File: src/rtl/reg_scoreboard_if.sv
// Issue/writeback bundle between the ID stage and the register scoreboard.
interface reg_scoreboard_if;
    logic        issue_valid;
    logic        issue_wb_en;
    logic [3:0]  issue_dest;
    logic [3:0]  src_1;
    logic [3:0]  src_2;
    logic        two_src;
    logic        flush;
    logic        wb_en;
    logic [3:0]  wb_dest;
    logic        hazard;
    logic [15:0] busy_vector;
    logic        err_underflow;

    modport master (
        output issue_valid, issue_wb_en, issue_dest,
        output src_1, src_2, two_src, flush,
        output wb_en, wb_dest,
        input  hazard, busy_vector, err_underflow
    );

    modport slave (
        input  issue_valid, issue_wb_en, issue_dest,
        input  src_1, src_2, two_src, flush,
        input  wb_en, wb_dest,
        output hazard, busy_vector, err_underflow
    );
endinterface

File: src/rtl/reg_scoreboard.sv
// Pending-write scoreboard for R0-R14; stalls ID on RAW or counter saturation.
// Optional stall statistics counter enabled by HAZARD_STATS_EN.
module reg_scoreboard #(
    parameter int CNT_W  = 2,
    parameter int STAT_W = 16
) (
    input  logic clk,
    input  logic rst,
    reg_scoreboard_if.slave sb
`ifdef HAZARD_STATS_EN
    ,
    output logic [STAT_W-1:0] stall_count
`endif
);
    localparam logic [CNT_W-1:0] CNT_MAX = '1;
    localparam logic [CNT_W-1:0] CNT_ONE = CNT_W'(1);
    localparam logic [3:0]       PC_REG  = 4'd15;

    // Entry 15 exists only so any 4-bit index is legal; it never leaves zero.
    logic [CNT_W-1:0] pending_q [16];
    logic [CNT_W-1:0] pending_d [16];
    logic             err_q, err_d;

    logic raw1, raw2, sat, hazard, accept, inc, dec, under;
    logic inc_hit, dec_hit;

    always_comb begin
        raw1   = (pending_q[sb.src_1] != '0);
        raw2   = sb.two_src && (pending_q[sb.src_2] != '0);
        sat    = sb.issue_wb_en && (sb.issue_dest != PC_REG)
                 && (pending_q[sb.issue_dest] == CNT_MAX);
        hazard = sb.issue_valid && (raw1 || raw2 || sat);
        accept = sb.issue_valid && !hazard && !sb.flush;
        inc    = accept && sb.issue_wb_en && (sb.issue_dest != PC_REG);
        dec    = sb.wb_en && (sb.wb_dest != PC_REG)
                 && (pending_q[sb.wb_dest] != '0);
        under  = sb.wb_en && (sb.wb_dest != PC_REG)
                 && (pending_q[sb.wb_dest] == '0);
    end

    always_comb begin
        pending_d = pending_q;
        inc_hit   = 1'b0;
        dec_hit   = 1'b0;
        for (int r = 0; r < 15; r++) begin
            inc_hit = inc && (sb.issue_dest == 4'(r));
            dec_hit = dec && (sb.wb_dest == 4'(r));
            if (inc_hit && !dec_hit)
                pending_d[r] = pending_q[r] + CNT_ONE;
            else if (dec_hit && !inc_hit)
                pending_d[r] = pending_q[r] - CNT_ONE;
        end
        pending_d[15] = '0;
        err_d = err_q || under;
    end

    always_ff @(posedge clk or posedge rst) begin
        if (rst) begin
            for (int r = 0; r < 16; r++)
                pending_q[r] <= '0;
            err_q <= 1'b0;
        end else begin
            for (int r = 0; r < 16; r++)
                pending_q[r] <= pending_d[r];
            err_q <= err_d;
        end
    end

    always_comb begin
        sb.busy_vector = '0;
        for (int r = 0; r < 15; r++)
            sb.busy_vector[r] = (pending_q[r] != '0);
    end

    assign sb.hazard        = hazard;
    assign sb.err_underflow = err_q;

`ifdef HAZARD_STATS_EN
    localparam logic [STAT_W-1:0] STAT_ONE = STAT_W'(1);

    logic [STAT_W-1:0] stall_q, stall_d;

    always_comb begin
        stall_d = stall_q;
        if (hazard && (stall_q != '1))
            stall_d = stall_q + STAT_ONE;
    end

    always_ff @(posedge clk or posedge rst) begin
        if (rst) stall_q <= '0;
        else     stall_q <= stall_d;
    end

    assign stall_count = stall_q;
`endif
endmodule

File: src/flat_wrapper.sv
// flat-port wrapper written by rule: the top's interface ports become plain ports
module reg_scoreboard_flat 
#(
    parameter int CNT_W  = 2,
    parameter int STAT_W = 16
)
  (clk, rst, sb_issue_valid, sb_issue_wb_en, sb_issue_dest, sb_src_1, sb_src_2, sb_two_src, sb_flush, sb_wb_en, sb_wb_dest, sb_hazard, sb_busy_vector, sb_err_underflow);
  reg_scoreboard_if sb_i ();
  input  logic clk;
  input  logic rst;
  input wire logic [$bits(sb_i.issue_valid)-1:0] sb_issue_valid;
  input wire logic [$bits(sb_i.issue_wb_en)-1:0] sb_issue_wb_en;
  input wire logic [$bits(sb_i.issue_dest)-1:0] sb_issue_dest;
  input wire logic [$bits(sb_i.src_1)-1:0] sb_src_1;
  input wire logic [$bits(sb_i.src_2)-1:0] sb_src_2;
  input wire logic [$bits(sb_i.two_src)-1:0] sb_two_src;
  input wire logic [$bits(sb_i.flush)-1:0] sb_flush;
  input wire logic [$bits(sb_i.wb_en)-1:0] sb_wb_en;
  input wire logic [$bits(sb_i.wb_dest)-1:0] sb_wb_dest;
  output wire logic [$bits(sb_i.hazard)-1:0] sb_hazard;
  output wire logic [$bits(sb_i.busy_vector)-1:0] sb_busy_vector;
  output wire logic [$bits(sb_i.err_underflow)-1:0] sb_err_underflow;
  assign sb_i.issue_valid = sb_issue_valid;
  assign sb_i.issue_wb_en = sb_issue_wb_en;
  assign sb_i.issue_dest = sb_issue_dest;
  assign sb_i.src_1 = sb_src_1;
  assign sb_i.src_2 = sb_src_2;
  assign sb_i.two_src = sb_two_src;
  assign sb_i.flush = sb_flush;
  assign sb_i.wb_en = sb_wb_en;
  assign sb_i.wb_dest = sb_wb_dest;
  assign sb_hazard = sb_i.hazard;
  assign sb_busy_vector = sb_i.busy_vector;
  assign sb_err_underflow = sb_i.err_underflow;
  reg_scoreboard #(.CNT_W(CNT_W), .STAT_W(STAT_W)) u_core (.clk(clk), .rst(rst), .sb(sb_i));
endmodule
File: config.mk
export PLATFORM = sky130hd
export DESIGN_NAME = reg_scoreboard_flat
export DESIGN_NICKNAME = d
export VERILOG_FILES = /design/src/rtl/reg_scoreboard_if.sv /design/src/rtl/reg_scoreboard.sv /design/src/flat_wrapper.sv
export SDC_FILE = /design/constraint.sdc
export NUM_CORES = 1
export LEC_CHECK = 0
export ABC_AREA = 1
export CAP_MARGIN = 10
export CORE_ASPECT_RATIO = 0.6
export CORE_MARGIN = 4
export CORE_UTILIZATION = 50
export CTS_CLUSTER_DIAMETER = 60
export DETAILED_ROUTE_END_ITERATION = 8
export PLACE_DENSITY = 0.75
export SKIP_LAST_GASP = 1
export SLEW_MARGIN = 20
export SYNTH_ARGS = -nofsm -noshare
export SYNTH_HDL_FRONTEND = slang
export SYNTH_SLANG_ARGS = --single-unit
File: constraint.sdc
create_clock -name clk -period 3.3 [get_ports clk]
set_clock_uncertainty 0.15 [all_clocks]
set_input_delay 0.33 -clock clk [delete_from_list [all_inputs] [get_ports clk]]
set_output_delay 0.33 -clock clk [all_outputs]
set_load 0.05 [all_outputs]
==> summary.md <==
| Metric | Value |
|---|---|
| Distinct cell type count after synthesis | `27` |
| Crit path kind | `in -> out` |
| YS warnings | `0` |
| Multi-input logic area | `around 1700 um^2` |
| Reg-to-Reg Start | `u_core.pending_q[28]$_DFFE_PP0P_` |
| Share of post-route cells with drive strength above 1 | `~6.8%` |
| Syn_nets | `471` |
| Drt total wl | `about 8300 um` |
| CTS buffer count | `5` |
| Final slew viol count | `0` |
| Status | `completed` |
| Number of global-route vias before repair | `~2700` |
| Total gr overflow | `0` |
| Fin nets | `roughly 520` |
| Via Count | `2945` |
| CTS hold repair buffers | `0` |
| Ports | `slightly above 40` |
| Area after DPL | `3313 um^2` |
| Hold Fails Final Rpt | `0` |
| Max FO, Critical Path | `8` |
| CTS tree | `built` |
| Max cap viols | `0` |
| Final Cell Area | `about 3400 um^2` |
| Worst Tran Pin Value | `about 0.52 ns` |
| Initial core utilization | `52.98%` |
| DRC violations left | `0` |
| M1 GR Usage | `roughly a third` |
| FF/Latch Area | `775.7 um^2` |
| Mapped Cells | `433` |
| Max Buffers Root-to-Sink | `2` |
| Row count | `20` |
| Final Wtd Congestion | `roughly 0.99` |
| Yosys reg bits | `31` |
| Unrepaired setup endpoints after global routing | `false` |
| Sinks on Clock Net | `31` |
| Syn avg cell area | `between 6 and 7 um^2` |
| Die ar. | `roughly 6800 um^2` |
| Post-Syn Area | `~2800 um^2` |
| Clk_lat worst skew | `roughly 0.30 ns` |
| Setup crit start kind | `primary input` |
| Setup Viol. Count Final | `0` |
| Initial antenna violation count | `0` |
| Layout area overhead | `24.41%` |
| Met2 usage | `about two fifths` |
| M3 GR Usage | `slightly above 7%` |
| ANT nets after route | `0` |
| CP Capture Type | `primary output` |
| Drt pass-1 iters | `7` |
| Static Leakage | `between 0.0015 and 0.002 uW` |
| Worst vdd ir | `roughly 0.44 mV` |
| Wire per inst | `between 10 and 15 um` |
| Die Ht | `between 60 and 70 um` |
| Seq/Total Area, Yosys | `between 20% and 30%` |
| Worst Path Required | `between 2 and 3 ns` |
| First-pass GRT wire length | `roughly 13000 um` |
| Postcts setup bufs | `0` |
| H-tree depth | `2` |
| DP Wirelength | `6592 um` |
| Gr usage total | `approximately a quarter` |
| First-iteration detailed-routing DRC count | `around 190` |
| Post-route minimum period | `between 2 and 3 ns` |
| Crit path from | `sb_issue_dest[1]` |
| Peak Freq | `about 0.34 GHz` |
| Hold Crit Class | `in -> async` |
| R2R setup slack | `a little under 0.5 ns` |
| R2r endpoint | `u_core.pending_q[9]$_DFFE_PP0P_` |
| PwrDens | `about 760 nW/um^2` |
| Number of port buffers | `39` |
| Cts repair resizes | `0` |
| Avg Vias per Cell | `between 5 and 6` |
| Buffer type at the clock tree root | `clkbuf_8` |
| Largest net degree at the start of global routing | `32` |
| Post-route setup TNS | `0 ns` |
| Rel. slew slack | `approximately 65%` |
| Worst Setup EP | `sb_hazard` |
| Antenna cell count | `0` |
| Tcrit/Tclk final | `87.94%` |
| Core Footprint | `between 5000 and 6000 um^2` |
| Worst-path clk slew | `about 0.070 ns` |
| Crit path DAT | `2.42 ns` |
| Gr busiest metal | `met2` |
| Fill cells | `about 460` |
| Reg2Reg Depth | `14` |
| Die Span X | `approximately 100 um` |
## state kept, by name, summed over array words and instances (netlist names)
register / cells
u_core.sb.err_underflow: 1
u_core.pending_q: 30
## logic make-up after synthesis
kind of cell / count (synthesis) / synth area share (%)
adder cells (fa/ha/maj): 15 / 6.806
AO/OA/AOI/OAI: 58 / 11.75
flip-flops: 31 / 28.13
buffers and inverters: 67 / 10.25
other: 1 / 0.1360
AND/OR/NAND/NOR: 231 / 33.39
XOR/XNOR: 30 / 9.528
## critical path, cell delays in order
cell	delay, ns
clkdlybuf4s50_1	0.67
inv_1	0.25
nor2_2	0.15
nand2_1	0.09
nand3_1	0.07
nand2_1	0.05
nand2_1	0.07
inv_1	0.04
nand2_1	0.07
nand3_2	0.07
a31oi_1	0.36
buf_12	0.20
## power breakdown
part | total (uW) | internal, uW | switching, uW | leakage [uW]
logic | 1450 | 502 | 946 | 0.00127
registers | 736 | 555 | 181 | 0.000366
clock network | 411 | 245 | 167 | 0.0000612
## metal layers
layer | share of wire, % | wire (um)
met5 | 0 | 0
met2 | 41 | 3405
met1 | 47 | 3881
met4 | 1.8 | 146
met3 | 10 | 855
## Yosys cell counts
cell      number  area, um^2
a31oi_1        1       6.260
o21ai_0       27       135.1
buf_6          2       22.52
nor2_1        70       262.8
o22ai_1        4       25.02
or2_4          1       8.760
inv_2          3       11.26
o211ai_1       2       15.01
nand4_2        1       12.51
buf_4          4       30.03
buf_2          1       5.000
a21oi_1       21       105.1
nand3_1       18       90.09
nor2_2         1       6.260
dfrtp_1       31       775.7
inv_1         57       214.0
nand2_1      137       514.2
nor2_4         1       11.26
a31o_2         1       8.760
nand3_2        1       10.01
a31oi_4        1       21.27
conb_1         1       3.750
o21bai_1       1       7.510
xor2_1         8       70.07
xnor2_1       22       192.7
ha_1          15       187.7
nor3_1         1       5.000
## how the worst min path moves through the flow
stage / endpoint / startpoint / cells after the start
6_report: u_core.pending_q[10]$_DFFE_PP0P_ / rst / 3
3_5_place_dp: u_core.pending_q[30]$_DFFE_PP0P_ / u_core.pending_q[30]$_DFFE_PP0P_ / 1
4_1_cts: u_core.pending_q[10]$_DFFE_PP0P_ / rst / 3
2_1_floorplan: u_core.pending_q[10]$_DFFE_PP0P_ / rst / 1
3_3_place_gp: u_core.pending_q[30]$_DFFE_PP0P_ / u_core.pending_q[30]$_DFFE_PP0P_ / 1
5_1_grt: u_core.pending_q[12]$_DFFE_PP0P_ / rst / 3
## metrics by stage
step | instances | setup slack, ns | utilization (%) | total power, uW | hold WS, ns
floorplan | 433 | 0.6754 | - | 1648 | 0.2835
global placement | 545 | 0.1816 | 63.65 | 2151 | 0.3128
detailed placement | 545 | 0.1428 | 63.65 | 2168 | 0.3077
CTS | 553 | 0.4092 | 65.91 | 2581 | 0.2950
global route | 553 | 0.1388 | 65.91 | 2750 | 0.3046
finish | 553 | 0.3979 | 65.91 | 2595 | 0.2694
## cells in the final DEF (no fill, tap or decap), drive strengths merged, types with 15 or more instances in the layout
cell type	Yosys	routed
a21oi	21	21
buf	7	15
clkdlybuf4s50	0	38
dfrtp	31	31
ha	15	15
inv	60	60
nand2	137	137
nand3	19	19
nor2	72	72
o21ai	27	27
xnor2	22	22
## layout make-up
cell class                      instances  share of cell area (%)
Clock buffer                            6                   2.407
Multi-Input combinational cell        335                   49.53
Inverter                               60                   6.565
Timing Repair Buffer                   53                   15.46
Clock inverter                          2                   1.021
Sequential cell                        31                   22.61
Tap cell                               66                   2.407
No activity file was read; power rests on OpenSTA's default activity.
